File: config.mk
export PLATFORM = sky130hd
export DESIGN_NAME = load_store_unit
export DESIGN_NICKNAME = d
export VERILOG_FILES = /design/src/rtl/lsu_pkg.sv /design/src/rtl/sat_counter.sv /design/src/rtl/load_store_unit.sv
export SDC_FILE = /design/constraint.sdc
export NUM_CORES = 1
export LEC_CHECK = 0
export ABC_AREA = 1
export BUFFER_PORTS_ARGS = -buffer_cell sky130_fd_sc_hd__buf_2
export CAP_MARGIN = 10
export CORE_ASPECT_RATIO = 0.5
export CORE_MARGIN = 2
export CORE_UTILIZATION = 47
export DETAILED_ROUTE_END_ITERATION = 10
export HOLD_SLACK_MARGIN = 0.06
export PLACE_DENSITY = 0.82
export SLEW_MARGIN = 25
export SYNTH_ARGS = -nofsm -noshare
export SYNTH_HDL_FRONTEND = slang
export SYNTH_SLANG_ARGS = --single-unit
File: constraint.sdc
create_clock -name clk -period 1.4 [get_ports clk]
set_input_delay 0.28 -clock clk [delete_from_list [all_inputs] [get_ports clk]]
set_output_delay 0.28 -clock clk [all_outputs]
set_load 0.03 [all_outputs]
File: src/rtl/lsu_pkg.sv
// Shared definitions for the load/store unit: FSM encoding, field widths
// and the default decoded word-address width of the data memory.
package lsu_pkg;

  localparam int unsigned LSU_ADDR_BITS = 3;
  localparam int unsigned LSU_DATA_W    = 16;
  localparam int unsigned LSU_TAG_W     = 3;
  localparam int unsigned LSU_CNT_W     = 16;

  typedef enum logic [1:0] {
    ST_IDLE   = 2'd0,
    ST_ACCESS = 2'd1,
    ST_RESP   = 2'd2
  } lsu_state_e;

endpackage

File: src/rtl/sat_counter.sv
// Event counter with enable that sticks at all-ones instead of wrapping.
module sat_counter #(
  parameter int unsigned WIDTH = 16
) (
  input  logic             clk,
  input  logic             rst_n,
  input  logic             i_en,
  output logic [WIDTH-1:0] o_cnt
);

  logic [WIDTH-1:0] r_cnt;

  always_ff @(posedge clk or negedge rst_n) begin
    if (!rst_n) begin
      r_cnt <= '0;
    end else if (i_en && (r_cnt != '1)) begin
      r_cnt <= r_cnt + WIDTH'(1);
    end
  end

  assign o_cnt = r_cnt;

endmodule

File: src/rtl/load_store_unit.sv
// Single-outstanding load/store unit: captures one request, performs a
// one-cycle memory access, then holds the response until writeback takes it.
module load_store_unit
  import lsu_pkg::*;
#(
  parameter int unsigned ADDR_BITS = LSU_ADDR_BITS
) (
  input  logic                  clk,
  input  logic                  rst_n,
  input  logic                  req_valid,
  output logic                  req_ready,
  input  logic                  req_we,
  input  logic [LSU_DATA_W-1:0] req_addr,
  input  logic [LSU_DATA_W-1:0] req_wdata,
  input  logic [LSU_TAG_W-1:0]  req_rd,
  output logic                  resp_valid,
  input  logic                  resp_ready,
  output logic [LSU_DATA_W-1:0] resp_rdata,
  output logic [LSU_TAG_W-1:0]  resp_rd,
  output logic                  resp_we,
  output logic                  resp_err,
  output logic                  mem_write_en,
  output logic                  mem_read_en,
  output logic [LSU_DATA_W-1:0] mem_access_addr,
  output logic [LSU_DATA_W-1:0] mem_write_data,
  input  logic [LSU_DATA_W-1:0] mem_read_data,
  output logic [LSU_CNT_W-1:0]  load_cnt,
  output logic [LSU_CNT_W-1:0]  store_cnt,
  output logic [LSU_CNT_W-1:0]  err_cnt
);

  lsu_state_e r_state;
  lsu_state_e w_next_state;

  logic                  r_we;
  logic                  r_err;
  logic [LSU_DATA_W-1:0] r_addr;
  logic [LSU_DATA_W-1:0] r_wdata;
  logic [LSU_TAG_W-1:0]  r_rd;

  logic [LSU_DATA_W-1:0] r_resp_rdata;
  logic [LSU_TAG_W-1:0]  r_resp_rd;
  logic                  r_resp_we;
  logic                  r_resp_err;

  logic w_req_hs;
  logic w_addr_err;
  logic w_in_access;
  logic w_load_en;
  logic w_store_en;
  logic w_err_en;

  assign w_addr_err = (req_addr >> ADDR_BITS) != '0;
  assign w_req_hs   = req_valid & req_ready;

  always_ff @(posedge clk or negedge rst_n) begin
    if (!rst_n) begin
      r_state <= ST_IDLE;
    end else begin
      r_state <= w_next_state;
    end
  end

  always_comb begin
    w_next_state = r_state;
    case (r_state)
      ST_IDLE:   if (req_valid)  w_next_state = ST_ACCESS;
      ST_ACCESS:                 w_next_state = ST_RESP;
      ST_RESP:   if (resp_ready) w_next_state = ST_IDLE;
      default:                   w_next_state = ST_IDLE;
    endcase
  end

  always_comb begin
    req_ready    = 1'b0;
    resp_valid   = 1'b0;
    w_in_access  = 1'b0;
    mem_write_en = 1'b0;
    mem_read_en  = 1'b0;
    w_load_en    = 1'b0;
    w_store_en   = 1'b0;
    w_err_en     = 1'b0;
    case (r_state)
      ST_IDLE:   req_ready  = 1'b1;
      ST_ACCESS: begin
        w_in_access  = 1'b1;
        mem_write_en = r_we & ~r_err;
        mem_read_en  = ~r_we & ~r_err;
        w_load_en    = ~r_we & ~r_err;
        w_store_en   = r_we & ~r_err;
        w_err_en     = r_err;
      end
      ST_RESP:   resp_valid = 1'b1;
      default:   req_ready  = 1'b0;
    endcase
  end

  // Captured fields double as the memory address/data bus, so the bus holds
  // its last value outside ACCESS without extra registers.
  always_ff @(posedge clk or negedge rst_n) begin
    if (!rst_n) begin
      r_we    <= 1'b0;
      r_err   <= 1'b0;
      r_addr  <= '0;
      r_wdata <= '0;
      r_rd    <= '0;
    end else if (w_req_hs) begin
      r_we    <= req_we;
      r_err   <= w_addr_err;
      r_addr  <= req_addr;
      r_wdata <= req_wdata;
      r_rd    <= req_rd;
    end
  end

  always_ff @(posedge clk or negedge rst_n) begin
    if (!rst_n) begin
      r_resp_rdata <= '0;
      r_resp_rd    <= '0;
      r_resp_we    <= 1'b0;
      r_resp_err   <= 1'b0;
    end else if (w_in_access) begin
      r_resp_rdata <= w_load_en ? mem_read_data : '0;
      r_resp_rd    <= r_rd;
      r_resp_we    <= r_we;
      r_resp_err   <= r_err;
    end
  end

  assign mem_access_addr = r_addr;
  assign mem_write_data  = r_wdata;
  assign resp_rdata      = r_resp_rdata;
  assign resp_rd         = r_resp_rd;
  assign resp_we         = r_resp_we;
  assign resp_err        = r_resp_err;

  sat_counter #(.WIDTH(LSU_CNT_W)) u_load_cnt (
    .clk   (clk),
    .rst_n (rst_n),
    .i_en  (w_load_en),
    .o_cnt (load_cnt)
  );

  sat_counter #(.WIDTH(LSU_CNT_W)) u_store_cnt (
    .clk   (clk),
    .rst_n (rst_n),
    .i_en  (w_store_en),
    .o_cnt (store_cnt)
  );

  sat_counter #(.WIDTH(LSU_CNT_W)) u_err_cnt (
    .clk   (clk),
    .rst_n (rst_n),
    .i_en  (w_err_en),
    .o_cnt (err_cnt)
  );

endmodule

* Word-level counts from Yosys, hierarchy flattened
Index checks and enable logic that the tools add are counted.
Word-level totals: word-level logic and storage cells 44, register bits after elaboration 108
Operators by class: eq/ne operators 7, mux-type cells 10, reduce and logical (&&, ||, !) cells 6, $add $sub $neg 3, bitwise operators 5
Operator list (count):
- $add 16x1->16 const B | 3
- $ne 16x16->1 const B | 3
- $mux 16 | 1
- $reduce_bool 16->1 | 1
- $mux 1 | 6
- $pmux 2 s3 | 1
- $mux 2 | 2
- $ne 2x2->1 const B | 2
- $and 1x1->1 | 3
- $logic_and 1x1->1 | 3
- $eq 2x1->1 const B | 1
- $eq 2x2->1 const B | 1
- $logic_not 2->1 | 1
- $not 1->1 | 2
- $reduce_and 2->1 | 1

* Depth between registers and ports, before layout
Gate-level depths: netlist (run 1).
depth after elaboration 4, mapped depth 10, depth with buffers taken out 9

* Modules after synthesis
Synthesis (run 1) repeated with hierarchy kept, for this count alone.
Unflattened totals: cells, all modules 713, area, all modules 5521.5 µm²
By module, submodules not included:
- sat_counter | seq. area each 400.4 µm², area each 1058.5 µm², times used 3, cells each 149
- load_store_unit | seq. area each 1501.4 µm², area each 2346.0 µm², times used 1, cells each 266

* Worst setup path after synthesis (run 1)
Ideal clock, no wire load.
path kind reg2reg, from register u_err_cnt.r_cnt[0], in the netlist u_err_cnt.o_cnt[0], to register u_err_cnt.r_cnt[7], in the netlist u_err_cnt.o_cnt[7], setup slack -290 ps, stages on the path, launching flop included 10, library setup time 118 ps, buffers on the path 1, arrival time 1571 ps, cell sequence dfrtp_1 > ha_1 > nand3_1 > inv_2 > nand2_1 > nor2_2 > nor2_4 > buf_6 > nand2_1 > o21ai_2
On the way: word-level cells in the longest chain between the ends 2, elaborated cells on any way between the ends 3, classes of those cells 1 x add/sub; 1 x eq/ne; 1 x reduce/logical
RTL lines:
- start: declaration | RTL line sat_counter.sv:11 | logic [WIDTH-1:0] r_cnt;
- start signal: assignment | RTL line sat_counter.sv:17 | r_cnt <= r_cnt + WIDTH'(1);
- branches (longest 2 deep; another with $add 16x1->16)
Parallel ways; which one is timed is not known. A chain may end at the register's enable or synchronous reset.

* Worst setup path in the final report (run 1)
from register r_state[0], to output port mem_write_en
On the way: word-level cells in the longest chain between the ends 2
RTL lines:
- start: declaration | RTL line load_store_unit.sv:32 | lsu_state_e r_state;
- start signal: assignment | RTL line load_store_unit.sv:60 | r_state <= w_next_state;
- $eq 2x1->1 | RTL line load_store_unit.sv:83 | case (r_state)
- $mux 1 | RTL line load_store_unit.sv:83
- end: declaration | RTL line load_store_unit.sv:22 | output logic mem_write_en,
No other way between the ends.

==> metrics list, run 1 <==
- In the final layout, the share of cells above drive strength 1 is 47.5%.
- The smallest clock period supported by the final layout is computed as 1590 ps.
- Number of port buffers: 160
- The congestion estimate from routability-driven global placement came to 0.876.
* Clock Root Buffer: sky130_fd_sc_hd__clkbuf_16
- Detailed placement finished with a half-perimeter wire length of 9.89 mm.
* Power density relative to cell area: 1520 mW/mm^2
* Main synth FF type: sky130_fd_sc_hd__dfrtp_1
* Area enclosed by the die boundary: 0.0120 sq mm
* Storage cell area: 0.00275 sq mm
* Internal power component: 7.25 mW
- Pin slew with the least headroom to its limit: 429 ps
- Wires add up to 17.9 mm.
* Count of TritonRoute iterations in the first routing pass: 5
- After synthesis, flip-flops and latches occupy 51.6% of the total area.
- Of all cell types, the one taking the most synthesized area is sky130_fd_sc_hd__dfrtp_1.
* Pins Over Slew Limit: 0
- The clock network burns 22.6% of the power.
- The final critical path takes up 113% of the cycle.
- Summed over all layers, the global routing overflow is 0.
- In this run the deepest clock path goes through 2 buffers.
- After synthesis, the largest area contributor takes up 51.6% of total cell area.
- After clock tree synthesis, the clock-pin slew on the worst setup and hold paths is 80 ps.
- Area of combinational cells with multiple inputs: 0.00277 sq mm
* Final worst slack: -186 ps
- Setup-violating endpoint count in the final report: 73
- Net switching fraction of the power: 40.5%
- Most common cell in the synthesized netlist: sky130_fd_sc_hd__nand2_1
* Worst-case setup slack after placement: -46.9 ps
* Routed wire length per instance: 17.0 um
- At the worst endpoint, the required time is 1120 ps.
- Summing all non-filler instances in the final layout gives an area of 0.00802 sq mm.
- From left edge to right edge, the die measures 153 um.
- After filler insertion, the fill cell instance count of the layout stands at 701.
- Total clock sinks: 108
- For the worst setup path, the data arrival time is 1310 ps.
- Number of global-route vias before repair: 4980
* Path type of the worst min-delay path: input port to flop
- A synthesized cell averages 7.94 sq um.
* Crit Path Max Fanout: 5
* Crit start category: flop
- Area of the mapped netlist: 0.00523 sq mm
- Residual antenna-violating net count after detailed routing: 0
- In this run the vertical extent of the chip is 78.6 um.
- The floorplan step defined a core boundary enclosing 0.0109 sq mm.
- For this run, the total global-route usage over all layers was measured as 23.6%.
* Failing checks: setup timing
- The worst setup path is captured at a primary output.
* DRC errors left: 0
* Number of nets in the final layout: 961
- In the final timing run, aggregate negative setup slack is -4970 ps.
* Yosys cell types: 27
- Static leakage: 4.18 nW
- The share of total power dissipated in sequential elements is 35.6%.
- On the final layout, the worst clock skew is 9.12 ps.
- Worst-case headroom to the max-slew limit: 71.4%
- Yosys attributes the largest share of cell area to sky130_fd_sc_hd__dfrtp_1, sky130_fd_sc_hd__nand2_1, sky130_fd_sc_hd__inv_1.
- In the synthesized netlist the async set-or-reset flop fraction comes to 100%.
- TritonCTS built the clock tree.
* Result of the run: complete, but fails checks
- In this run the power spent charging and discharging nets is 4.93 mW.
- Global-route wire length before repair: 23.1 mm
- Top-Level Pins: 161
* Synthesis-stage register bit count: 108
- For this run, the number of Yosys warnings is 0.
* Number of placement rows: 27
* Iter 0 DRT Violations: 434
* Kind of critical path: flop to primary output
* Cts bufs inserted: 9
* Maximum Capacitance Violations: 0
- Total number of vias: 5738
- Once placement finished, the instance area stood at 0.00663 sq mm.
- Antenna violations before repair: 1
- Signed area change from the synthesized netlist to the final layout: 53.1%
* Syn Nets: 718
- Number of hold violations in the final report: 0
* Max rail drop VDD: 1.02 mV
* Clock network latency to the later pin of the worst-skew pair: 350 ps
- Per report_power, the combinational group accounts for 41.8% of the total.
* Post-synth EDFFs: 0
* Vias per cell: 5.45
- Entering global routing, the biggest net connects 45 pins.
* Effective utilization at floorplan: 48.0%
- Setup repair after global routing could not meet its margin everywhere.
- Static timing analysis puts the maximum clock frequency at 631 MHz.
- Number of instances in the synthesized netlist: 659
- CTS H-Tree Depth: 3
- Commonest cells in the synthesized netlist: sky130_fd_sc_hd__nand2_1, sky130_fd_sc_hd__dfrtp_1, sky130_fd_sc_hd__inv_1, sky130_fd_sc_hd__nor2_1, sky130_fd_sc_hd__nand3_1
cells by family (layout without fill, tap and decap cells):
logic type      Yosys count  in the layout  synth area share, %
simple gates            400            402                 32.0
flops                   108            108                 51.6
buf+inv                  76            321                 6.05
compound gates           57             57                 7.10
xor+xnor                 15             15                 2.51
fa+ha+maj                 3              3                0.717
other cells               0              1                    0
metal layers:
metal  up-vias  GRT usage (%)  share of wire (%)
met5         -              0                  0
met4         0           8.70                4.3
met3        72           5.30                6.2
met2       326           41.4                 52
met1      2762           29.0                 38
li1       2578              -                  -
per-stage QoR:
| step | util [%] | total power [mW] | std cells | hold slack (ps) |
|---|---|---|---|---|
| after floorplan | - | 6.65 | 659 | -15.6 |
| after detailed placement | 60.8 | 7.88 | 990 | 237 |
| after global routing | 73.5 | 12.6 | 1052 | 128 |
| after CTS | 65.7 | 10.9 | 1019 | 103 |
| final | 73.5 | 12.2 | 1052 | 119 |
| after global placement | 60.8 | 7.76 | 990 | 232 |
sequential cells by signal, indices dropped and copies added (netlist names), 2 cells and up:
name and count:
mem_write_data 16, resp_rd 3, u_store_cnt.o_cnt 16, r_state 2, u_err_cnt.o_cnt 16, u_load_cnt.o_cnt 16
mem_access_addr 16, r_rd 3, resp_rdata 16
power groups by stage:
stage	Sequential, mW	Clock (mW)	Combinational [mW]
final	4.34	2.75	5.09
after global routing	4.40	2.89	5.34
after CTS	4.21	2.74	3.98
after detailed placement	4.28	0	3.60
after global placement	4.26	0	3.50
after floorplan	5.43	0	1.22
worst paths after layout:
| check | slack [ps] | startpoint | endpoint | cells after the start |
|---|---|---|---|---|
| min reg2reg | 480 | resp_rd[0]$_DFFE_PN0N_ | resp_rd[0]$_DFFE_PN0N_ | 2 |
| min | 120 | req_wdata[5] | mem_write_data[5]$_DFFE_PN0P_ | 3 |
| max reg2reg | -170 | r_state[0]$_DFFE_PN0P_ | u_err_cnt.o_cnt[8]$_DFFE_PN0P_ | 11 |
| min in group asynchronous | 400 | rst_n | mem_access_addr[6]$_DFFE_PN0P_ | 2 |
| max | -190 | r_state[0]$_DFFE_PN0P_ | mem_write_en | 5 |
| max in group asynchronous | 480 | rst_n | u_load_cnt.o_cnt[14]$_DFFE_PN0P_ | 3 |
layout make-up:
class | instances | share of cell area (%)
Antenna cell | 1 | 0.0312
Clock buffer | 11 | 2.90
Clock inverter | 4 | 0.921
Inverter | 62 | 3.28
Multi-Input combinational cell | 477 | 34.5
Sequential cell | 108 | 34.3
Tap cell | 145 | 2.26
Timing Repair Buffer | 243 | 21.6
Timing Repair inverter | 1 | 0.109
worst max-delay path, cell delays in order, from the launching register on:
cell and delay (ps):
sky130_fd_sc_hd__dfrtp_2 380, sky130_fd_sc_hd__inv_2 50, sky130_fd_sc_hd__nor2_4 190, sky130_fd_sc_hd__nand3_4 120
sky130_fd_sc_hd__inv_2 80, sky130_fd_sc_hd__buf_6 130
layout by cell type, fill, tap and decap left out, types with 19 or more instances in the layout:
cell type                   n
sky130_fd_sc_hd__nand2_2   40
sky130_fd_sc_hd__nand4_1   20
sky130_fd_sc_hd__nand2_1  222
sky130_fd_sc_hd__buf_2    150
sky130_fd_sc_hd__o21ai_1   21
sky130_fd_sc_hd__nor2_1    28
sky130_fd_sc_hd__dfrtp_1   68
sky130_fd_sc_hd__dfrtp_2   40
sky130_fd_sc_hd__nand2_4   20
sky130_fd_sc_hd__inv_1     50
sky130_fd_sc_hd__nand3_1   21
sky130_fd_sc_hd__buf_4     57
sky130_fd_sc_hd__nor2_4    19
sky130_fd_sc_hd__buf_6     20
repair_timing:
action | 4_1_cts | 5_1_grt
endpoints found under the setup margin | 23 | 79
endpoints found under the hold margin | 20 | 0
buffers inserted | 12 | 20
gates cloned | 1 | 12
pin swaps | 10 | 38
hold buffers | 1 | 0
gates resized for setup | 29 | 163
No activity file was read; power rests on OpenSTA's default activity.
==> inputs of run 2 (changes only) <==
- SETUP_SLACK_MARGIN: unset -> 0.2
==> metrics list, run 2 (synthesized netlist as in run 1, its figures left out) <==
* CTS tree: done
* Total overflow reported by the global router: 0
- Crit start category: flop
- Minimum clock period after layout: 1990 ps
- Final worst slack: -590 ps
- Max Buffers Root-to-Sink: 2
- Path type of the worst min-delay path: input port to flop
* Core Footprint: 0.0109 sq mm
* Share of post-route cells with drive strength above 1: 50.6%
* Hold slack: 120 ps
- Dividing the detail-routed wire length by the instance count gives 22.7 um.
* Maximum operating frequency: 503 MHz
- The wire-length estimate of the detail-placed layout is 9.87 mm.
- The placed instances occupy a cell area of 0.00674 sq mm.
- The detail route stage leaves a number of antenna-violating nets equal to 0.
* Effective utilization at floorplan: 48.0%
* Setup-violating endpoint count in the final report: 102
- The global routing stage identified its most utilized layer as met2.
- The final count of hold timing violations is 0.
- In this run, the number of DRC markers left after iteration 0 of detailed routing was 879.
* Largest net degree at the start of global routing: 29
* Static leakage: 4.54 nW
- Area enclosed by the die boundary: 0.0120 sq mm
- The first global-routing pass estimated 29.0 mm of wire.
- In this run the worst path has a maximum fanout of 6.
- Max rail drop VDD: 1.18 mV
- Global-route met1 utilization: 35.8%
- Setup repair after global routing could not meet its margin everywhere.
- The H-tree was split into 3 levels.
- Kind of end point of the critical path: flop
* Arrival time at the worst endpoint: 2230 ps
- In this run the core area contains 27 standard-cell rows.
- Met2 layer usage reported by global route: 53.0%
* Total Routing Usage GR: 29.9%
- Cts bufs inserted: 9
- Measured against its own limit, the worst slew margin works out to 51.1%.
- Kind of critical path: flop to flop
- The die is 78.6 um tall.
- DRC errors left: 0
* Required time worst endpoint: 1640 ps
- Most frequent standard cell in the layout excluding fill and tap cells: sky130_fd_sc_hd__nand2_1
* Pin slew with the least headroom to its limit: 727 ps
* Final period util: 142%
* Signed area change from the synthesized netlist to the final layout: 74.3%
- Die width: 153 um
- Clk slew on worst S/H paths: 80 ps
* Worst-case setup slack after placement: -77.0 ps
- Number of nets in the final layout: 1025
- Clock latency on the worst-skew pair, taken at its later pin, is 350 ps.
* Failing checks: setup timing
- During I/O placement, the number of pins put on the boundary was 161.
- The final route contains 6851 vias.
- Result of the run: complete, but fails checks
- Clock Root Buffer: sky130_fd_sc_hd__clkbuf_16
* Most frequent cells in the layout: sky130_fd_sc_hd__nand2_1, sky130_fd_sc_hd__buf_6, sky130_fd_sc_hd__buf_4
- Setup TNS after final layout: -11210 ps
* Wirelength, routed: 25.4 mm
- During placement, the flow inserted port buffers numbering 160.
* Antenna violations before repair: 1
- Number of global-route vias before repair: 5887
- Max-cap violations in this run came to 0.
- Dividing total power by cell area gives a power density of 1460 mW/mm^2.
- Fill cell total of the finished layout: 509
* Count of TritonRoute iterations in the first routing pass: 8
- Pins Over Slew Limit: 0
- For this run, global-route usage on met3 was measured as 6.07%.
* Vias per cell: 6.13
* Total clock sinks: 108
- Final Skew: 10.4 ps
- RePlAce Congestion: 0.832
* Cell area after layout: 0.00912 sq mm
[run 2: critical path: stages (launching register included)]
cell                      delay (ps)
sky130_fd_sc_hd__dfrtp_2         460
sky130_fd_sc_hd__nand2_1         150
sky130_fd_sc_hd__nor2_2          220
sky130_fd_sc_hd__nand2_1         140
sky130_fd_sc_hd__o21ai_0         610
sky130_fd_sc_hd__nand2_1         120
sky130_fd_sc_hd__nand2_1         110
sky130_fd_sc_hd__nand2_1          70
[run 2: cell type report]
type	count	area (sq um)	area share, %
Antenna cell	2	5.00	0.0549
Clock buffer	9	225	2.47
Clock inverter	6	80.1	0.878
Inverter	62	259	2.84
Multi-Input combinational cell	478	2770	30.3
Sequential cell	108	2760	30.2
Tap cell	145	181	1.99
Timing Repair Buffer	307	2850	31.2
[run 2: worst paths after layout]
check	startpoint	end	slack, ps	depth (start not counted)
worst max register to register	u_store_cnt.o_cnt[5]$_DFFE_PN0P_	u_store_cnt.o_cnt[9]$_DFFE_PN0P_	-590	7
max in group asynchronous	rst_n	u_store_cnt.o_cnt[12]$_DFFE_PN0P_	400	3
worst max-delay path	u_store_cnt.o_cnt[5]$_DFFE_PN0P_	u_store_cnt.o_cnt[9]$_DFFE_PN0P_	-590	7
worst min register to register	mem_write_data[12]$_DFFE_PN0P_	mem_write_data[12]$_DFFE_PN0P_	480	2
min in group asynchronous	rst_n	mem_write_data[2]$_DFFE_PN0P_	450	2
worst min-delay path	resp_ready	r_state[1]$_DFFE_PN0P_	120	2
[run 2: power by group]
part	total [mW]	switching, mW	internal [mW]
Combinational	6.08	3.53	2.55
Sequential	4.45	0.656	3.80
Clock	2.78	1.23	1.55
Total	13.3	5.41	7.90
[run 2: metal layers]
metal | vias to the layer above | share of wire (%) | routed length, um
li1 | 2716 | - | -
met1 | 3186 | 35 | 8800
met2 | 701 | 45 | 11500
met3 | 248 | 12 | 3000
met4 | 0 | 8.2 | 2080
met5 | - | 0 | 0
[run 2: timing repair]
item	4_1_cts	5_1_grt
setup buffers	65	26
hold buffers	1	0
cloned	10	0
gates resized for setup	245	147
endpoints found under the hold margin	24	0
endpoints found under the setup margin	151	199
pin swaps	39	29
[run 2: stage by stage]
stage / utilization [%] / instances / total power, mW
finish: 83.6 / 1117 / 13.3
global route: 83.6 / 1116 / 13.7
CTS: 78.7 / 1089 / 11.9
detailed placement: 61.8 / 998 / 7.93
global placement: 61.8 / 998 / 7.83
floorplan: - / 659 / 6.73
